$ cat src/rtl/naive_bus_rr_arbiter.sv
// Round-robin naive_bus arbiter with grant quantum and registered read return.
// Optional starvation monitor built when NB_ARB_STARVE_MON_EN is defined.
module naive_bus_rr_arbiter #(
    parameter int N_MASTER     = 3,
    parameter int QUANTUM      = 4,
    parameter int STARVE_LIMIT = 64
) (
    input  logic                   clk,
    input  logic                   rst,
    input  logic [N_MASTER-1:0]    m_rd_req,
    input  logic [N_MASTER*32-1:0] m_rd_addr,
    output logic [N_MASTER-1:0]    m_rd_gnt,
    output logic [N_MASTER*32-1:0] m_rd_data,
    input  logic [N_MASTER-1:0]    m_wr_req,
    input  logic [N_MASTER*32-1:0] m_wr_addr,
    input  logic [N_MASTER*4-1:0]  m_wr_be,
    input  logic [N_MASTER*32-1:0] m_wr_data,
    output logic [N_MASTER-1:0]    m_wr_gnt,
    output logic                   s_rd_req,
    output logic                   s_wr_req,
    output logic [31:0]            s_rd_addr,
    output logic [31:0]            s_wr_addr,
    output logic [3:0]             s_wr_be,
    output logic [31:0]            s_wr_data,
    input  logic                   s_rd_gnt,
    input  logic                   s_wr_gnt,
    input  logic [31:0]            s_rd_data,
    output logic [N_MASTER-1:0]    o_starve
);

    localparam int OW = (N_MASTER > 1) ? $clog2(N_MASTER) : 1;
    localparam logic [7:0] QMAX = 8'(QUANTUM);

    typedef enum logic {IDLE, OWNED} state_t;

    state_t              r_state;
    state_t              w_state_nx;
    logic [OW-1:0]       r_owner;
    logic [OW-1:0]       w_owner_nx;
    logic [7:0]          r_qcnt;
    logic [7:0]          w_qcnt_nx;
    logic                r_rd_pend;
    logic [OW-1:0]       r_rd_id;

    logic [N_MASTER-1:0] w_req;
    logic [N_MASTER-1:0] w_own_oh;
    logic                w_others;
    logic                w_keep;
    logic [OW-1:0]       w_start;
    logic [OW-1:0]       w_idx;
    logic [OW-1:0]       w_sel;
    logic                w_sel_vld;
    logic [OW+4:0]       w_base;
    logic [OW+4:0]       w_rbase;
    logic                w_rd_hs;
    logic                w_wr_hs;

    assign w_req    = m_rd_req | m_wr_req;
    assign w_own_oh = {{(N_MASTER-1){1'b0}}, 1'b1} << r_owner;
    assign w_others = |(w_req & ~w_own_oh);

    always_comb begin
        int j;
        j      = 0;
        w_idx  = '0;
        w_keep = (r_state == OWNED) && w_req[r_owner]
                 && ((r_qcnt < QMAX) || !w_others);
        if (r_state == IDLE || int'(r_owner) == N_MASTER - 1) begin
            w_start = '0;
        end else begin
            w_start = r_owner + 1'b1;
        end
        w_sel     = r_owner;
        w_sel_vld = w_keep;
        // Rotating scan visits the owner last, so it wins only if alone.
        if (!w_keep) begin
            for (int k = 0; k < N_MASTER; k++) begin
                j = int'(w_start) + k;
                if (j >= N_MASTER) j = j - N_MASTER;
                w_idx = OW'(j);
                if (!w_sel_vld && w_req[w_idx]) begin
                    w_sel_vld = 1'b1;
                    w_sel     = w_idx;
                end
            end
        end
        if (rst) w_sel_vld = 1'b0;
    end

    assign w_base  = {w_sel, 5'd0};
    assign w_rbase = {r_rd_id, 5'd0};

    always_comb begin
        s_rd_req  = w_sel_vld & m_rd_req[w_sel];
        s_wr_req  = w_sel_vld & m_wr_req[w_sel] & ~m_rd_req[w_sel];
        s_rd_addr = '0;
        s_wr_addr = '0;
        s_wr_be   = '0;
        s_wr_data = '0;
        if (w_sel_vld) begin
            s_rd_addr = m_rd_addr[w_base +: 32];
            s_wr_addr = m_wr_addr[w_base +: 32];
            s_wr_be   = m_wr_be[{w_sel, 2'd0} +: 4];
            s_wr_data = m_wr_data[w_base +: 32];
        end
        w_rd_hs  = s_rd_req & s_rd_gnt;
        w_wr_hs  = s_wr_req & s_wr_gnt;
        m_rd_gnt = '0;
        m_wr_gnt = '0;
        m_rd_gnt[w_sel] = w_rd_hs;
        m_wr_gnt[w_sel] = w_wr_hs;
        m_rd_data = '0;
        if (r_rd_pend && !rst) m_rd_data[w_rbase +: 32] = s_rd_data;
    end

    always_comb begin
        w_state_nx = r_state;
        w_owner_nx = r_owner;
        w_qcnt_nx  = r_qcnt;
        if (w_rd_hs || w_wr_hs) begin
            w_state_nx = OWNED;
            if (w_sel == r_owner) begin
                w_qcnt_nx = (r_qcnt >= QMAX) ? QMAX : r_qcnt + 8'd1;
            end else begin
                w_owner_nx = w_sel;
                w_qcnt_nx  = 8'd1;
            end
        end else if (r_state == OWNED && !(|w_req)) begin
            w_state_nx = IDLE;
            w_qcnt_nx  = '0;
        end
    end

    always_ff @(posedge clk) begin
        if (rst) begin
            r_state   <= IDLE;
            r_owner   <= '0;
            r_qcnt    <= '0;
            r_rd_pend <= 1'b0;
            r_rd_id   <= '0;
        end else begin
            r_state   <= w_state_nx;
            r_owner   <= w_owner_nx;
            r_qcnt    <= w_qcnt_nx;
            r_rd_pend <= w_rd_hs;
            r_rd_id   <= w_sel;
        end
    end

`ifdef NB_ARB_STARVE_MON_EN
    localparam logic [15:0] SLIM = 16'(STARVE_LIMIT);

    logic [15:0]         r_wait [N_MASTER];
    logic [N_MASTER-1:0] r_starve;

    always_ff @(posedge clk) begin
        if (rst) begin
            for (int i = 0; i < N_MASTER; i++) r_wait[i] <= '0;
            r_starve <= '0;
        end else begin
            for (int i = 0; i < N_MASTER; i++) begin
                if (!w_req[i] || m_rd_gnt[i] || m_wr_gnt[i]) begin
                    r_wait[i] <= '0;
                end else begin
                    if (r_wait[i] != 16'hFFFF) r_wait[i] <= r_wait[i] + 16'd1;
                    if (r_wait[i] + 16'd1 >= SLIM) r_starve[i] <= 1'b1;
                end
            end
        end
    end

    assign o_starve = rst ? '0 : r_starve;
`else
    logic w_unused_slim;
    assign w_unused_slim = ^(16'(STARVE_LIMIT));
    assign o_starve      = '0;
`endif

endmodule

$ cat config.mk
export PLATFORM = sky130hd
export DESIGN_NAME = naive_bus_rr_arbiter
export DESIGN_NICKNAME = d
export VERILOG_FILES = /design/src/rtl/naive_bus_rr_arbiter.sv
export SDC_FILE = /design/constraint.sdc
export NUM_CORES = 1
export LEC_CHECK = 0
export ABC_CLOCK_PERIOD_IN_PS = 8800
export BUFFER_PORTS_ARGS = -buffer_cell sky130_fd_sc_hd__buf_2
export CORE_AREA = 5 5 212 214
export CTS_BUF_LIST = sky130_fd_sc_hd__clkbuf_2
export CTS_CLUSTER_SIZE = 14
export DETAILED_ROUTE_END_ITERATION = 16
export DIE_AREA = 0 0 217 219
export PLACE_DENSITY = 0.36
export SLEW_MARGIN = 10
export SYNTH_ARGS = -nofsm -noshare
export SYNTH_HDL_FRONTEND = slang
export SYNTH_SLANG_ARGS = --single-unit
$ cat constraint.sdc
create_clock -name clk -period 8.8 [get_ports clk]
set_input_delay 0.44 -clock clk [delete_from_list [all_inputs] [get_ports clk]]
set_output_delay 0.44 -clock clk [all_outputs]
set_load 0.05 [all_outputs]
# Word level (Yosys, flattened, before mapping)
# Cells that the tools add are included.
# word_totals
output_inout_bits	207
in_bits	342
word_cells	111
regBits	14
# classes
n_bitwise	14
shift	7
n_reduce_logical	21
add_sub_neg	8
muxes	43
n_lt_le_gt_ge	11
n_eq_ne	2
# op_table
operator	n
indexed part select 96 x 8 -> 32 bit	3
AND 96 bit	1
two-way mux 32 bit	3
two-way mux 96 bit	1
variable shift 32 x 9 -> 96 bit (first input constant)	1
indexed part select 32 x 9 -> 96 bit	1
two-way mux 8 bit	4
two-way mux 2 bit	11
two-way mux 1 bit	16
< comparator 2 x 3 -> 1 bit (second input constant)	5
binary-select mux 1 bit (select 2 bit)	6
indexed part select 12 x 5 -> 4 bit	1
AND 3 bit	3
negator 7 -> 9 bit	1
adder 8 x 1 -> 8 bit (second input constant)	1
>= comparator 8 x 3 -> 1 bit (second input constant)	1
logical AND 1 bit	8
< comparator 8 x 3 -> 1 bit (second input constant)	1
>= comparator 3 x 2 -> 1 bit (second input constant)	2
zero test 1 bit	6
OR reduction 3 bit	2
subtractor 2 bit (second input constant)	3
AND 1 bit	5
two-way mux 4 bit	1
other kinds (15)	19

# Depth between registers and ports, before layout
# Gate-level depths: netlist of the first run.
# logic_depth
word_depth	28
depth_mapped	17
depth_no_buf	15

# Worst setup path after synthesis of the first run
# Ideal clock, no wire load.
# synth_path
path_type	register -> output
start	register r_owner[0]
end	output port m_rd_gnt[0]
path_slack_ps	3867
required_time_ps	8360
arrival_ps	4493
n_path_buf	2
stages_incl_launch_ff	15
path_cell_list	dfxtp_1 -> inv_1 -> ha_1 -> nand3b_1 -> ha_1 -> buf_6 -> nor3b_2 -> o32ai_1 -> a222oi_1 -> a22oi_1 -> mux2_4 -> a32o_2 -> or3_1 -> buf_6 -> nor3_1
# synth_between
elab_chain_cells	24
word_cells_on_any_way	61
classes_between	add/sub (6); order compare (5); eq/ne (1); shift (1); mux (30); bitwise (5); reduce/logical (13)
# synth_rtl
item	line	source
start, declared	38	logic [OW-1:0] r_owner;
start signal, assigned	143	r_owner <= w_owner_nx;
branches (longest 23 deep; another with adder 2 x 1 -> 3 bit)	n/a	
AND 3 bit (no source line) *	n/a	
end, declared	12	output logic [N_MASTER-1:0] m_rd_gnt,
# Every way passes the cells marked *. The select of a mux whose other input is x is not followed.

# Worst setup path after layout of the first run
# layout_path
start	register r_owner[0]
end	output port s_wr_addr[25]
# layout_between
elab_chain_cells	21
word_cells_on_any_way	53
classes_between	add/sub (6); order compare (3); eq/ne (1); shift (2); mux (27); bitwise (2); reduce/logical (12)
# layout_rtl
item	line	source
branches (longest 20 deep; another with adder 2 x 1 -> 3 bit)	n/a	
two-way mux 32 bit *	100	if (w_sel_vld) begin
end, declared	22	output logic [31:0] s_wr_addr,
# Marked as above.

==> results of run 1 <==
-- final timing paths --
kind,start,end,slack (ns),depth (start not counted)
hold / removal,rst,r_state,0.43,2
setup / recovery,r_owner[0],s_wr_addr[25],2.93,15
hold reg to reg,r_qcnt[5],r_qcnt[5],0.48,1
setup reg to reg,r_owner[0],r_owner[1],3.57,13
-- layer usage --
metal	global-route usage, %	vias to the layer above
li1	-	3871
met1	13.0	3511
met2	23.5	402
met3	3.19	42
met4	1.77	10
met5	0	-
-- area by class of cell --
type                       instances  area, um2
antenna                            1       2.50
clock buffer                       3       15.0
clock inverter                     1       3.75
fill                            5000      34900
inverter                          11       43.8
multi-input combinational        746       3970
sequential                        14        280
tap                              546        683
timing repair buffer             554       2810
-- report_power, final --
group / internal [uW] / leakage (uW) / total, uW / switching (uW)
registers: 70.2 / 0.000114 / 77.0 / 6.81
clock network: 9.87 / 0.0000140 / 31.7 / 21.8
logic: 345 / 0.00412 / 1260 / 917
-- cell usage in the layout (no fill, tap or decap), types with 4 or more instances in the layout --
master,netlist,routed
sky130_fd_sc_hd__a21oi_1,100,100
sky130_fd_sc_hd__a31oi_1,101,101
sky130_fd_sc_hd__and2_1,101,101
sky130_fd_sc_hd__buf_2,0,545
sky130_fd_sc_hd__buf_4,4,8
sky130_fd_sc_hd__dfxtp_1,14,14
sky130_fd_sc_hd__ha_1,12,12
sky130_fd_sc_hd__inv_1,10,10
sky130_fd_sc_hd__nand2_1,208,208
sky130_fd_sc_hd__nand2b_1,7,7
sky130_fd_sc_hd__nand3_1,4,4
sky130_fd_sc_hd__nor2_1,119,119
sky130_fd_sc_hd__nor3_1,15,14
sky130_fd_sc_hd__nor4_1,6,5
sky130_fd_sc_hd__o211ai_1,4,4
sky130_fd_sc_hd__o21a_1,5,4
sky130_fd_sc_hd__o21ai_0,8,7
-- state kept, by name, summed over array words and instances, names as in the netlist --
register and flops:
r_rd_pend 1, r_qcnt 8, r_rd_id 2, r_state 1, r_owner 2
-- metrics by stage --
step           hold slack (ns)  total power [uW]
2_1_floorplan            0.430              1000
3_3_place_gp             0.443              1360
3_5_place_dp             0.448              1350
4_1_cts                  0.421              1390
5_1_grt                  0.432              1490
6_report                 0.428              1370
-- logic make-up (layout without fill, tap and decap cells) --
| family | Yosys count | count (layout) | share of synthesized area, % |
|---|---|---|---|
| flip-flops | 14 | 14 | 6.04 |
| XOR/XNOR | 2 | 2 | 0.378 |
| other | 1 | 4 | 0.0808 |
| buffers and inverters | 97 | 569 | 9.41 |
| AO/OA/AOI/OAI | 246 | 246 | 32.7 |
| multiplexers | 5 | 5 | 1.29 |
| AND/OR/NAND/NOR | 478 | 478 | 46.9 |
| adder cells (fa/ha/maj) | 12 | 12 | 3.24 |
==> results.md, run 1 <==
| Metric | This run | Unit |
| --- | --- | --- |
| Result of the run | finished clean | - |
| Count of flip-flops with a built-in enable after synthesis | 0 | - |
| Initial antenna violation count | 11 | - |
| Master cell of the clock root buffer | sky130_fd_sc_hd__clkbuf_2 | - |
| Post-CTS setup buffer count | 0 | - |
| Ranking of synthesized cells by area | sky130_fd_sc_hd__nand2_1 (17%), sky130_fd_sc_hd__a31oi_1 (14%), sky130_fd_sc_hd__and2_1 (14%) | - |
| Most common cell in the synthesized netlist | sky130_fd_sc_hd__nand2_1 | - |
| Final setup slack of the worst path | 2.93 | ns |
| Cells traversed along the worst timing path | inv_1 > ha_1 > nand3b_1 > ha_1 > nor3_1 > o32a_2 > nand2_1 > a221oi_2 > o21a_4 > buf_4 > nand2_1 > a21oi_1 > a31oi_1 > nor2_1 > buf_2 | - |
| Height of the chip | 219 | um |
| Prevailing post-synth register cell | sky130_fd_sc_hd__dfxtp_1 | - |
| Final clock skew | 0.0118 | ns |
| Count of nets after finishing | 1,684 | - |
| Warnings, synthesis | 0 | - |
| Last weighted congestion value of the routability-driven placer | 0.863 | - |
| Post-DR vias/cell | 4.18 | - |
| Sum of routed wire length over all layers | 32,000 | um |
| Detail-routed net length per standard cell | 17.0 | um |
| Top cell type by total area after synthesis | sky130_fd_sc_hd__nand2_1 | - |
| Clk_lat worst skew | 0.28 | ns |
| Clock transition at the registers of the reported paths | 0.14 | ns |
| Startpoint type of the worst setup path | register | - |
| Nature of the critical path endpoint | output pin | - |
| Worst setup slack before clock tree synthesis | 3.24 | ns |
| Syn Inst Count | 855 | - |
| Met1 routed wirelength after detailed routing | 12,000 | um |
| Die ar. | 47,500 | um2 |
| Fraction of registers with async set/reset | 0 | % |
| Top-level I/O count | 549 | - |
| Power Dens Cells | 176 | nW/um2 |
| Dpl cells | 1,871 | - |
| Kind of path behind the tightest hold check | input port to register | - |
| Max Root-Sink Buffers | 2 | - |
| Post-synth top area share | 16.8 | % |
| Static leakage | 0.00425 | uW |
| Arrival time at the worst endpoint | 5.43 | ns |
| Slew @ Worst Pin | 1.16 | ns |
| Data required time of the worst path | 8.36 | ns |
| Initial Util | 10.9 | % |
| WP buf/inv | 3 | - |
| Final Cycle Share | 66.7 | % |
| Sum of net half-perimeters after detailed placement | 26,000 | um |
| Total routing resource utilization after global routing | 12.0 | % |
| Post-Layout Inst Area | 7800 | um2 |
| MaxCap Viol Count | 0 | - |
| Routed wire length on met3 | 2770 | um |
| Count of placed standard cells in the final layout, fillers left out | 1,876 | - |
| Number of sinks handled by clock tree synthesis | 14 | - |
| Kind of cell adding the most delay to the critical path | compound AO/OA/AOI/OAI gates | - |
| Site row count | 76 | - |
| Final core utilization | 18.3 | % |
| Synth unique cells | 59 | - |
| Pre-antenna DRT Iters | 6 | - |
| Worst slew margin relative to its limit | 22.9 | % |
| Pin count of the biggest net entering global routing | 207 | - |
| Fraction of final layout cells with drive strength greater than 1 | 43.8 | % |
| Layout-stage area growth over the synthesis result | 68.2 | % |
| Core ar. | 42,700 | um2 |
| Total clock buffers created by CTS | 3 | - |
| Iteration-0 DRC count of the detailed router | 387 | - |
| Number of synthesized register bits | 14 | - |
| Overall via count from detail_route | 7,836 | - |
| DRC violation count after routing | 0 | - |
| Worst Setup Path Type | register to output pin | - |
| CTS resizes | 0 | - |
| Global-route wire length before repair | 45,300 | um |
| Die X-Extent | 217 | um |
| Level count of the clock H-tree | 1 | - |
| Maximum operating frequency | 170 | MHz |
| Mean instance size in the synthesized netlist | 5.43 | um2 |
| Final Slew Violations | 0 | - |
| Worst-path fanout max | 52 | - |
| Setup tns final | 0 | ns |
| Total standard cell area after synthesis | 4640 | um2 |
| Register area share after synthesis | 6.04 | % |
| Count of final hold-check violations | 0 | - |
| Quantity of hold-fixing buffers added after cts | 0 | - |
| Setup Viol. Count Final | 0 | - |
| Count of antenna-violating nets left after detailed routing | 0 | - |
| Port Buffers | 545 | - |
| Leading post-synthesis cells by instance count | sky130_fd_sc_hd__nand2_1 (208), sky130_fd_sc_hd__nor2_1 (119), sky130_fd_sc_hd__a31oi_1 (101), sky130_fd_sc_hd__and2_1 (101), sky130_fd_sc_hd__a21oi_1 (100) | - |
| Top layer used by detailed routing | met5 | - |
| Peak supply drop | 0.0663 | mV |
| Largest stage delay on the critical path | 0.64 | ns |
| Met2 wire length | 16,600 | um |
| Cell with the largest stage delay on the worst path | sky130_fd_sc_hd__o21a_4 | - |
| Placed cell area | 7780 | um2 |
| Via count of the first global-routing pass | 7,577 | - |
| Clock tree from TritonCTS | done | - |
| Min cycle time layout | 5.87 | ns |
| Total global routing overflow | 0 | - |
| Setup repair after global routing missed its margin | false | - |
Note: power is estimated with default switching activity, not from simulation.
==> run 2, diff against run 1 <==
ABC_CLOCK_PERIOD_IN_PS = 5500   (was 8800)
CORE_AREA = 5 5 208 210   (was 5 5 212 214)
DIE_AREA = 0 0 213 215   (was 0 0 217 219)
PLACE_DENSITY = 0.37   (was 0.36)
clock period = 5.5 ns   (was 8.8 ns; I/O delays follow)
==> results.md, run 2 (synthesis results as in run 1) <==
| Metric | This run | Unit | vs previous |
| --- | --- | --- | --- |
| Top-level I/O count | 549 | - | unchanged |
| Min cycle time layout | 5.02 | ns |  |
| Kind of path behind the tightest hold check | input port to register | - |  |
| Maximum operating frequency | 199 | MHz |  |
| Cell with the largest stage delay on the worst path | sky130_fd_sc_hd__a221oi_2 | - |  |
| Post-CTS setup buffer count | 0 | - | unchanged |
| Top Registers | r_qcnt x8, r_owner x2, r_rd_id x2 | - |  |
| Die X-Extent | 213 | um | -1.8% |
| Kind of cell adding the most delay to the critical path | compound AO/OA/AOI/OAI gates | - |  |
| Overall via count from detail_route | 8,028 | - | +2.5% |
| Layout-stage area growth over the synthesis result | 72.1 | % |  |
| Routed wire length on met3 | 3310 | um | +19% |
| WP buf/inv | 2 | - | -1 |
| Worst slew margin relative to its limit | 40.7 | % | +18 points |
| Setup repair after global routing missed its margin | false | - |  |
| Count of final hold-check violations | 0 | - | unchanged |
| Data required time of the worst path | 5.22 | ns | -3.14 ns |
| Met2 wire length | 16,400 | um | -1.5% |
| Final clock skew | 0.0105 | ns | -0.00132 ns |
| Worst-path fanout max | 10 | - | -81% |
| Global-route wire length before repair | 46,400 | um | +2.5% |
| Port Buffers | 545 | - | unchanged |
| Slew @ Worst Pin | 0.890 | ns | -0.266 ns |
| Master cell of the clock root buffer | sky130_fd_sc_hd__clkbuf_2 | - |  |
| Die ar. | 45,800 | um2 | -3.6% |
| Nature of the critical path endpoint | output pin | - |  |
| Cells traversed along the worst timing path | inv_1 > ha_1 > nand3b_1 > ha_1 > nor3b_1 > o32ai_2 > nand2_1 > a221oi_2 > o211ai_1 > a32o_2 > or3_1 > nor3_1 > buf_2 | - |  |
| Largest stage delay on the critical path | 0.51 | ns | -0.13 ns |
| Fillcell total | 4,931 | - | -1.4% |
| Peak supply drop | 0.172 | mV | +160% |
| Core ar. | 41,400 | um2 | -3.1% |
| Detail-routed net length per standard cell | 17.3 | um | +1.6% |
| Count of nets after finishing | 1,703 | - | +1.1% |
| Final core utilization | 19.3 | % | +1.0 points |
| Result of the run | finished clean | - |  |
| Power Dens Cells | 288 | nW/um2 | +64% |
| MaxCap Viol Count | 0 | - | unchanged |
| Sum of routed wire length over all layers | 32,700 | um | +2.4% |
| Commonest cells after routing, fill and taps aside | sky130_fd_sc_hd__buf_2 (545), sky130_fd_sc_hd__nand2_1 (208), sky130_fd_sc_hd__nor2_1 (119), sky130_fd_sc_hd__a31oi_1 (101), sky130_fd_sc_hd__and2_1 (101) | - |  |
| Initial Util | 11.2 | % | +0.34 points |
| Setup Viol. Count Final | 0 | - | unchanged |
| Startpoint type of the worst setup path | register | - |  |
| Leading cell type in the layout, fill and taps excluded | sky130_fd_sc_hd__buf_2 | - |  |
| Final Slew Violations | 0 | - | unchanged |
| Max Root-Sink Buffers | 2 | - | unchanged |
| Last weighted congestion value of the routability-driven placer | 0.896 | - | +3.8% |
| Sum of net half-perimeters after detailed placement | 27,500 | um | +5.7% |
| Level count of the clock H-tree | 1 | - | unchanged |
| Setup tns final | 0 | ns | unchanged |
| Top layer used by detailed routing | met5 | - |  |
| Max reg flops | 8 | - | unchanged |
| Height of the chip | 215 | um | -1.8% |
| Cell with the most instances on the worst path | sky130_fd_sc_hd__ha_1 | - |  |
| Number of sinks handled by clock tree synthesis | 14 | - | unchanged |
| Site row count | 75 | - | -1.3% |
| Worst Setup Path Type | register to output pin | - |  |
| Iteration-0 DRC count of the detailed router | 546 | - | +41% |
| Clk_lat worst skew | 0.27 | ns | about the same |
| DRC violation count after routing | 0 | - | unchanged |
| Total global routing overflow | 0 | - | unchanged |
| Static leakage | 0.00436 | uW | +2.6% |
| Pin count of the biggest net entering global routing | 103 | - | -50% |
| Clock transition at the registers of the reported paths | 0.12 | ns | -0.02 ns |
| Initial antenna violation count | 12 | - | +1 |
| Pre-antenna DRT Iters | 8 | - | +2 |
| Total routing resource utilization after global routing | 12.8 | % | +0.83 points |
| Clock tree from TritonCTS | done | - |  |
| Reg with most FFs | r_qcnt | - |  |
| Post-DR vias/cell | 4.25 | - | +1.7% |
| Count of antenna-violating nets left after detailed routing | 0 | - | unchanged |
| Final Cycle Share | 91.3 | % |  |
| Arrival time at the worst endpoint | 4.75 | ns | -0.68 ns |
| Fraction of final layout cells with drive strength greater than 1 | 44.7 | % | +0.87 points |
| Met1 routed wirelength after detailed routing | 12,200 | um | +1.5% |
| Total clock buffers created by CTS | 3 | - | unchanged |
| Via count of the first global-routing pass | 7,792 | - | +2.8% |
-- run 2: cell types whose count changed in the layout (fill, tap and decap cells not counted), sizes merged --
| cell | before | now |
|---|---|---|
| buf | 554 | 573 |
| diode | 1 | 3 |
-- run 2: power breakdown --
| part | internal (uW) | total (uW) | leakage (uW) | switching, uW |
|---|---|---|---|---|
| sequential | 112 | 124 | 0.000114 | 12.0 |
| combinational | 606 | 2120 | 0.00423 | 1520 |
| clock | 15.8 | 47.2 | 0.0000140 | 31.4 |
-- run 2: what timing repair did --
action	in CTS	in global routing
hold buffers	0	0
resized for setup	0	1
setup endpoints to repair	0	1
-- run 2: path summary, 6_finish.rpt --
kind | slack (ns) | start | cells past startpoint | endpoint
hold reg to reg | 0.48 | r_qcnt[6] | 1 | r_qcnt[6]
hold / removal | 0.31 | rst | 2 | r_state
setup / recovery | 0.48 | r_owner[0] | 13 | m_rd_gnt[0]
setup reg to reg | 0.86 | r_owner[0] | 13 | r_owner[1]
-- run 2: metal layers --
metal,track usage [%],up-vias
li1,-,3907
met1,14.5,3615
met2,24.1,454
met3,3.09,44
met4,2.69,8
met5,0,-
-- run 2: stage by stage --
stage	setup slack, ns	power, uW	instances	hold slack [ns]	instance area [um2]
after floorplan	0.732	1610	857	0.430	4650
after global placement	0.856	2270	1883	0.442	7960
after detailed placement	0.744	2270	1883	0.446	7960
after CTS	0.412	2320	1887	0.310	7970
after global routing	0.0838	2480	1889	0.310	7980
final	0.479	2300	1890	0.307	7990
-- run 2: layout make-up --
class / count / area (um2) / area share [%]
Sequential cell: 14 / 280 / 3.51
Inverter: 11 / 43.8 / 0.548
Tap cell: 539 / 674 / 8.44
Multi-Input combinational cell: 746 / 3970 / 49.8
Clock buffer: 3 / 15.0 / 0.188
Clock inverter: 1 / 3.75 / 0.0470
Antenna cell: 3 / 7.51 / 0.0940
Timing Repair Buffer: 573 / 2990 / 37.4
-- run 2: worst register-to-register path, delay by kind of cell, from the launching register on --
kind	cells	cell delay (ns)
AO/OA/AOI/OAI	5	1.79
adder cells (fa/ha/maj)	2	0.73
multiplexers	2	0.71
AND/OR/NAND/NOR	3	0.62
flip-flops	1	0.50
buffers and inverters	1	0.20
